[src/rtl/reg_bank_mp.sv]
// rtl/reg_bank_mp.sv - multi-read-port register file with zero register, bypass, dirty tracking and clear sweep
//
// Purpose
//   Register file for the MIPS datapath. It has NUM_RD combinational read ports and one
//   synchronous write port. Entry 0 can optionally be hardwired to zero. The write can
//   optionally be forwarded to the read ports in the same cycle. Each entry has a dirty bit.
//   A sequential clear engine zeroes the whole file one entry per cycle, without a reset.
//
// Ports
//   clk       clock; all state updates happen on the rising edge
//   rst       synchronous, active-low reset
//   rd_addr   read addresses; port p uses bits [p*ADDR_W +: ADDR_W]
//   rd_data   read data, combinational; port p uses bits [p*DATA_W +: DATA_W]
//   wr_en     write strobe
//   wr_addr   write address
//   wr_data   write data
//   clr_req   clear request; honoured only when the engine is idle
//   clr_busy  high while the clear sweep runs
//   clr_done  one-cycle pulse on the cycle after the last entry is swept
//   wr_drop   one-cycle pulse when a write is discarded because the engine is not idle
//   dirty     bit k set: entry k has been written since the last reset or clear

module reg_bank_mp #(
    parameter int DATA_W   = 32,
    parameter int DEPTH    = 32,
    parameter int NUM_RD   = 2,
    parameter bit ZERO_REG = 1'b1,
    parameter bit BYPASS   = 1'b1,
    localparam int ADDR_W  = $clog2(DEPTH)
) (
    input  logic                     clk,
    input  logic                     rst,
    input  logic [NUM_RD*ADDR_W-1:0] rd_addr,
    output logic [NUM_RD*DATA_W-1:0] rd_data,
    input  logic                     wr_en,
    input  logic [ADDR_W-1:0]        wr_addr,
    input  logic [DATA_W-1:0]        wr_data,
    input  logic                     clr_req,
    output logic                     clr_busy,
    output logic                     clr_done,
    output logic                     wr_drop,
    output logic [DEPTH-1:0]         dirty
);

    typedef enum logic [1:0] {
        ST_IDLE  = 2'd0,
        ST_CLEAR = 2'd1,
        ST_DONE  = 2'd2
    } state_t;

    // The counter is one bit wider than an address so that the compare against the
    // last entry can never wrap around.
    localparam logic [ADDR_W:0] CNT_LAST = (ADDR_W + 1)'(DEPTH - 1);

    state_t              state;
    logic [ADDR_W:0]     cnt;
    logic [DATA_W-1:0]   mem [DEPTH];
    logic [DEPTH-1:0]    dirty_q;

    logic                wr_to_zero;
    logic                wr_accept;
    logic                wr_effective;

    // A write to entry 0 with ZERO_REG set is still accepted, so it never raises wr_drop.
    // It does nothing, though: no storage update, no dirty bit, and no forwarding.
    assign wr_to_zero   = ZERO_REG && (wr_addr == '0);
    assign wr_accept    = rst && wr_en && (state == ST_IDLE);
    assign wr_effective = wr_accept && !wr_to_zero;

    assign clr_busy = (state == ST_CLEAR);
    assign clr_done = (state == ST_DONE);
    assign wr_drop  = rst && wr_en && (state != ST_IDLE);
    assign dirty    = dirty_q;

    always_ff @(posedge clk) begin
        if (!rst) begin
            for (int k = 0; k < DEPTH; k++) begin
                mem[k] <= '0;
            end
            dirty_q <= '0;
            state   <= ST_IDLE;
            cnt     <= '0;
        end else begin
            case (state)
                ST_IDLE: begin
                    // A write in the same cycle as clr_req still lands.
                    // The sweep zeroes it later.
                    if (wr_effective) begin
                        mem[wr_addr]     <= wr_data;
                        dirty_q[wr_addr] <= 1'b1;
                    end
                    if (clr_req) begin
                        state <= ST_CLEAR;
                        cnt   <= '0;
                    end
                end
                ST_CLEAR: begin
                    mem[cnt[ADDR_W-1:0]]     <= '0;
                    dirty_q[cnt[ADDR_W-1:0]] <= 1'b0;
                    cnt                      <= cnt + 1'b1;
                    if (cnt == CNT_LAST) begin
                        state <= ST_DONE;
                    end
                end
                ST_DONE: begin
                    state <= ST_IDLE;
                end
                default: begin
                    state <= ST_IDLE;
                end
            endcase
        end
    end

    // Read ports. The zero register wins over everything else.
    // Next comes forwarding of this cycle's write, and last the stored value.
    // Entries already swept read 0 straight from storage, because the sweep writes them.
    for (genvar p = 0; p < NUM_RD; p++) begin : g_rd
        logic [ADDR_W-1:0] ra;
        logic [DATA_W-1:0] val;

        assign ra = rd_addr[p*ADDR_W +: ADDR_W];

        always_comb begin
            val = mem[ra];
            if (ZERO_REG && (ra == '0)) begin
                val = '0;
            end else if (BYPASS && wr_effective && (wr_addr == ra)) begin
                val = wr_data;
            end
        end

        assign rd_data[p*DATA_W +: DATA_W] = val;
    end

endmodule
[config.mk]
export PLATFORM = sky130hd
export DESIGN_NAME = reg_bank_mp
export DESIGN_NICKNAME = d
export VERILOG_FILES = /design/src/rtl/reg_bank_mp.sv
export SDC_FILE = /design/constraint.sdc
export NUM_CORES = 2
export LEC_CHECK = 0
export CAP_MARGIN = 0
export CORE_MARGIN = 10
export CORE_UTILIZATION = 57
export DETAILED_ROUTE_END_ITERATION = 7
export GPL_ROUTABILITY_DRIVEN = 1
export MAX_ROUTING_LAYER = met4
export PLACE_DENSITY = 0.71
export SETUP_SLACK_MARGIN = 0.5
export SLEW_MARGIN = 20
export SYNTH_ARGS = -nofsm -noshare
export SYNTH_HDL_FRONTEND = slang
export SYNTH_SLANG_ARGS = --single-unit
[constraint.sdc]
create_clock -name clk -period 4.9 [get_ports clk]
set_input_delay 0.49 -clock clk [delete_from_list [all_inputs] [get_ports clk]]
set_output_delay 0.49 -clock clk [all_outputs]
set_load 0.02 [all_outputs]
======== Yosys cells after proc, flatten, opt, wreduce, memory -nomap -nowiden ========
Memories as Yosys holds them, arrays and structs flattened.
Index checks and enable logic that the tools add are counted.
cells by class
  add/sub/neg operators ................... 1
  $lt $le $gt $ge ......................... 4
  equal/unequal tests ..................... 8
  muxes and demuxes ....................... 29
  bitwise gates (word level) .............. 3
  reductions and logical operators ........ 20
operators by type and width
  kind                                                               number
  2-to-1 mux 32 bit                                                  7
  case mux 32 bit (2 select lines)                                   1
  OR reduction 32 bit                                                2
  AND 32 bit                                                         1
  NOT 32 bit                                                         1
  OR 32 bit                                                          1
  zero test 5 bit                                                    3
  < comparator 5 x 6 -> 1 bit, second input constant                 2
  2-to-1 mux 1 bit                                                   12
  case mux 6 bit (2 select lines)                                    1
  demux 1 bit (select 5 bit)                                         2
  equality test 5 bit                                                2
  greater-or-equal comparator 5 x 1 -> 1 bit, second input constant  2
  2-to-1 mux 5 bit                                                   2
  logical AND 1 bit                                                  8
  adder 6 x 1 -> 6 bit, second input constant                        1
  equality test 6 x 5 -> 1 bit, second input constant                1
  2-to-1 mux 6 bit                                                   1
  AND reduction 2 bit                                                3
  2-to-1 mux 2 bit                                                   2
  != test 2 bit, second input constant                               2
  case mux 2 bit (2 select lines)                                    1
  nonzero test 2 bit                                                 2
  equality test 2 x 1 -> 1 bit, second input constant                1
  4 further kinds                                                    4
word-level totals
  register bits after elaboration ......... 40
  bits in writable memories ............... 1024
  bits of input ports ..................... 51
  output and inout bits ................... 99
  word-level logic and storage cells ...... 69
  memories ................................ 1
memories
  memory  depth  width  rd ports  clocked after memory_dff  write ports  RTL line  text
  mem     32     32     2         0                         32           57        logic [DATA_W-1:0] mem [DEPTH];

======== Logic depth before layout (Yosys ltp) ========
  depth after elaboration ................. 10
  mapped depth ............................ 10
  mapped depth without buffers ............ 6

======== Worst setup path after synthesis ========
OpenSTA, ideal clock, no wires.
  path kind ............................... input to register
  from .................................... input wr_addr[4]
  to ...................................... memory mem[12][0] (enable)
  setup time .............................. 0.478 ns
  data arrival time ....................... 2.526 ns
  data required time ...................... 4.422 ns
  setup slack ............................. 1.897 ns
  cell stages on the path ................. 7
  buffers on the path ..................... 2
  path through ............................ buf_2 > nor3_1 > nor4b_4 > o21bai_2 > nand2_1 > clkbuf_1 > nand2_1
RTL lines
  element             RTL line  text
  start: declaration  36        input logic [ADDR_W-1:0] wr_addr,
  end: declaration    57

======== Worst setup path after layout ========
  from .................................... input rd_addr[5]
  to ...................................... output rd_data[59]
between the ends
  cells in the longest elaborated chain, start to end .. 4
  elaborated cells between the ends (all ways) .. 6
  those cells by class .................... 1 x eq/ne; 2 x mux; 2 x reduce/logical; 1 x memory
ends and longest elaborated chain
  element                                                                            RTL line  text
  start: declaration                                                                 33        input logic [NUM_RD*ADDR_W-1:0] rd_addr,
  parallel branches: the longest is 3 deep, another holds memory read (32 x 32 bit)  n/a
  2-to-1 mux 32 bit *                                                                126       if (ZERO_REG && (ra == '0)) begin
  end: declaration                                                                   34        output logic [NUM_RD*DATA_W-1:0] rd_data,
Every way passes the cells marked *.

==> results.txt <==
die area: 109000 µm²
most frequent CP cell: buf_4
Bufs on Longest Clock Path: 3
Post-synth EDFFs: 1024
vias: 42200
Fmax achieved: 0.220 GHz
Clock Root Buffer: clkbuf_16
Synth async-reset ratio: 0
Int Pwr: 16200 µW
DR iter-0 viols: 7500
Flop pwr share: 0.478
H-tree depth: 3
sequential share of the synthesized area: 0.573
Avg Vias per Cell: 7.43
power density over cell area: 352 nW/µm²
row cnt: 113
Logic pwr share: 0.139
share of layout cells above drive strength 1: 0.203
area of the multi-input gates: 21900 µm²
Layout Skew: 0.0194 ns
cts bufs inserted: 113
chip width: 331 µm
first-pass GRT wire length: 297000 µm
post-synthesis adder-cell area fraction: 0.000909
worst slew pin tran: 1.16 ns
Cell variety after synth: 72
NetSw: 5770 µW
Min-Delay Path Class: in -> reg
Register Area: 31600 µm²
average wire per standard cell: 37.3 µm
Critical Path Max Stage Delay: 0.74 ns
Hold Slack: 0.388 ns
clock power share: 0.383
clk sinks: 1064
mean area per synthesized cell: 13.0 µm²
Area Overhead vs Synth: 13.1%
Port Buffers: 149
startpoint types: input port
drt first pass iters: 7
multiplexer share of the synthesized area: 0.204
Crit. End Element: output port
main combinational cell family by area after synthesis: multiplexers
starting density of the core: 0.577
TNS Setup: 0 ns
flops & latches, synth: 1064
min Tclk post-route: 4.54 ns
Final Hold Viols: 0
crit path DAT: 4.05 ns
core area: 95400 µm²
Critical Path, Cell by Cell: buf_8 -> buf_4 -> mux2i_1 -> a221oi_1 -> o21ai_0 -> buf_4 -> a211o_1 -> o211ai_1 -> clkdlybuf4s50_1
RSZ-0062 raised after global routing: yes
Ys Warns: 0
cts hold-fix bufs: 0
Overflow after GRT: 0
Skew-Pair Late Insertion Delay: 0.71 ns
Worst path slowest cell: clkdlybuf4s50_1
Tot Pwr: 21900 µW
gr usage total: 0.395
final period utilization: 0.928
relative slew slack: 0.229
CP required: 4.41 ns
Setup violations, final: 0
Fillers: 7060
initial antenna violation count: 8
Post-Synth XOR/XNOR Area: 0.00191
simple-gate share of the synthesized area: 0.106
cell count of the worst hold path: 3
clock transition at the registers of the reported paths: 0.06 ns
Crit Path Max Fanout: 40
detailed placement HPWL: 131000 µm
r2r worst-path depth: 6
routability cong.: 0.962
commonest non-fill, non-tap cells in the layout: 1074 x nor2_1, 1024 x edfxtp_1, 355 x mux4_2
max_cap viols: 0
ys flop type: edfxtp_1
final-report max-slew violation count: 0
outcome: complete, no violations
pin count of the biggest net entering global routing: 74
vias in the first global route: 41300
CP Class: in -> out
Mapped Cells: 4221
Worst VDD drop: 0.293 mV
Mapped Area: 55100 µm²
Total Nets Final: 4364
fin cells: 5678
Static Leakage: 0.0221 µW
die height: 331 µm
WL final: 212000 µm
DRT antenna net count: 0
TritonCTS clock tree: built
leading cell type in the layout, fill and taps excluded: nor2_1
post-synthesis compound-gate area fraction: 0.0769
DRC errors left: 0
Sw Ratio: 0.263
Post-Place Cells: 5458
IO Pins: 150
[state kept, by name, indices dropped and copies added (netlist names)]
| register | count |
|---|---|
| cnt | 6 |
| dirty | 32 |
| mem | 1024 |
| state | 2 |
[critical path: cells and delay by family]
family | cells | cell delay, ns
AO/OA/AOI/OAI | 4 | 1.59
buffers and inverters | 4 | 1.78
multiplexers | 1 | 0.12
[final timing paths]
check	startpoint	end	slack (ns)
max reg2reg	state[0]$_SDFFE_PN0P_	mem[0][22]$_SDFFCE_PN0P_	1.28
min reg2reg	dirty[0]$_SDFFE_PN0P_	dirty[0]$_SDFFE_PN0P_	0.46
max	rd_addr[5]	rd_data[59]	0.36
min	rst	state[1]$_SDFFE_PN0P_	0.39
[power by group through the flow]
stage	clock (µW)	combinational (µW)	sequential, µW
after detailed placement	0	2900	10700
final	8410	3050	10500
after floorplan	0	1700	10600
after CTS	8370	2920	10500
after global routing	8730	3090	10500
after global placement	0	2890	10600
[metal layers]
metal / GRT usage / share of wire / routed length (µm)
met5: - / 0 / 0
met4: 0.230 / 0.075 / 15800
met3: 0.162 / 0.18 / 38600
met2: 0.544 / 0.42 / 88900
met1: 0.486 / 0.32 / 68700
[per-stage QoR]
step | area [µm²] | util | setup WS, ns
floorplan | 55200 | - | 1.90
global placement | 58600 | 0.614 | 0.490
detailed placement | 58600 | 0.614 | 0.454
CTS | 62100 | 0.651 | 0.493
global route | 62300 | 0.652 | 0.383
finish | 62300 | 0.653 | 0.355
[synth_stat cells (all sizes together), types with 8 or more instances]
cell	instances	area share
clkbuf	267	0.018
buf	164	0.018
or2	8	0.00091
nand2	165	0.011
mux2	27	0.0055
a211oi	31	0.0042
o22ai	84	0.0095
o211ai	29	0.0040
a21o	11	0.0015
a22oi	50	0.0070
nor2b	22	0.0025
a211o	10	0.0016
o31a	9	0.0014
a31oi	23	0.0026
nand3	18	0.0016
a22o	9	0.0014
o21ai	88	0.0080
or3	8	0.00091
o21a	12	0.0016
a221oi	71	0.011
a21boi	26	0.0035
mux2i	295	0.054
mux4	355	0.15
xnor2	9	0.0014
nor2	1079	0.074
nor3	49	0.0045
o22a	17	0.0027
nor4	8	0.00091
dfxtp	40	0.015
a221o	33	0.0060
edfxtp	1024	0.56
a21oi	65	0.0059
nand2b	28	0.0032
[layout make-up]
cell class | count | share of cell area
well taps | 1265 | 0.0254
clock buffers | 148 | 0.0503
clock inverters | 58 | 0.00689
repair buffers | 373 | 0.0580
multi-input cells | 2748 | 0.352
diodes | 13 | 0.000522
flip-flops and latches | 1064 | 0.507
inverters | 9 | 0.000542
[repair_timing]
action	CTS	global route
buffers inserted	0	0
endpoints found under the hold margin	0	0
endpoints found under the setup margin	15	16
gates resized for setup	3	7
[kinds of logic (layout without fill, tap and decap cells)]
logic type	count (synthesis)	count (layout)
buffers and inverters	440	588
DFF	1064	1064
adders and majority gates	4	4
and+or+nand+nor	1428	1428
AOI/OAI and AO/OA	595	595
other	1	45
muxes	677	677
xor gates and xnor gates	12	12
Note: power is estimated with default switching activity, not from simulation.
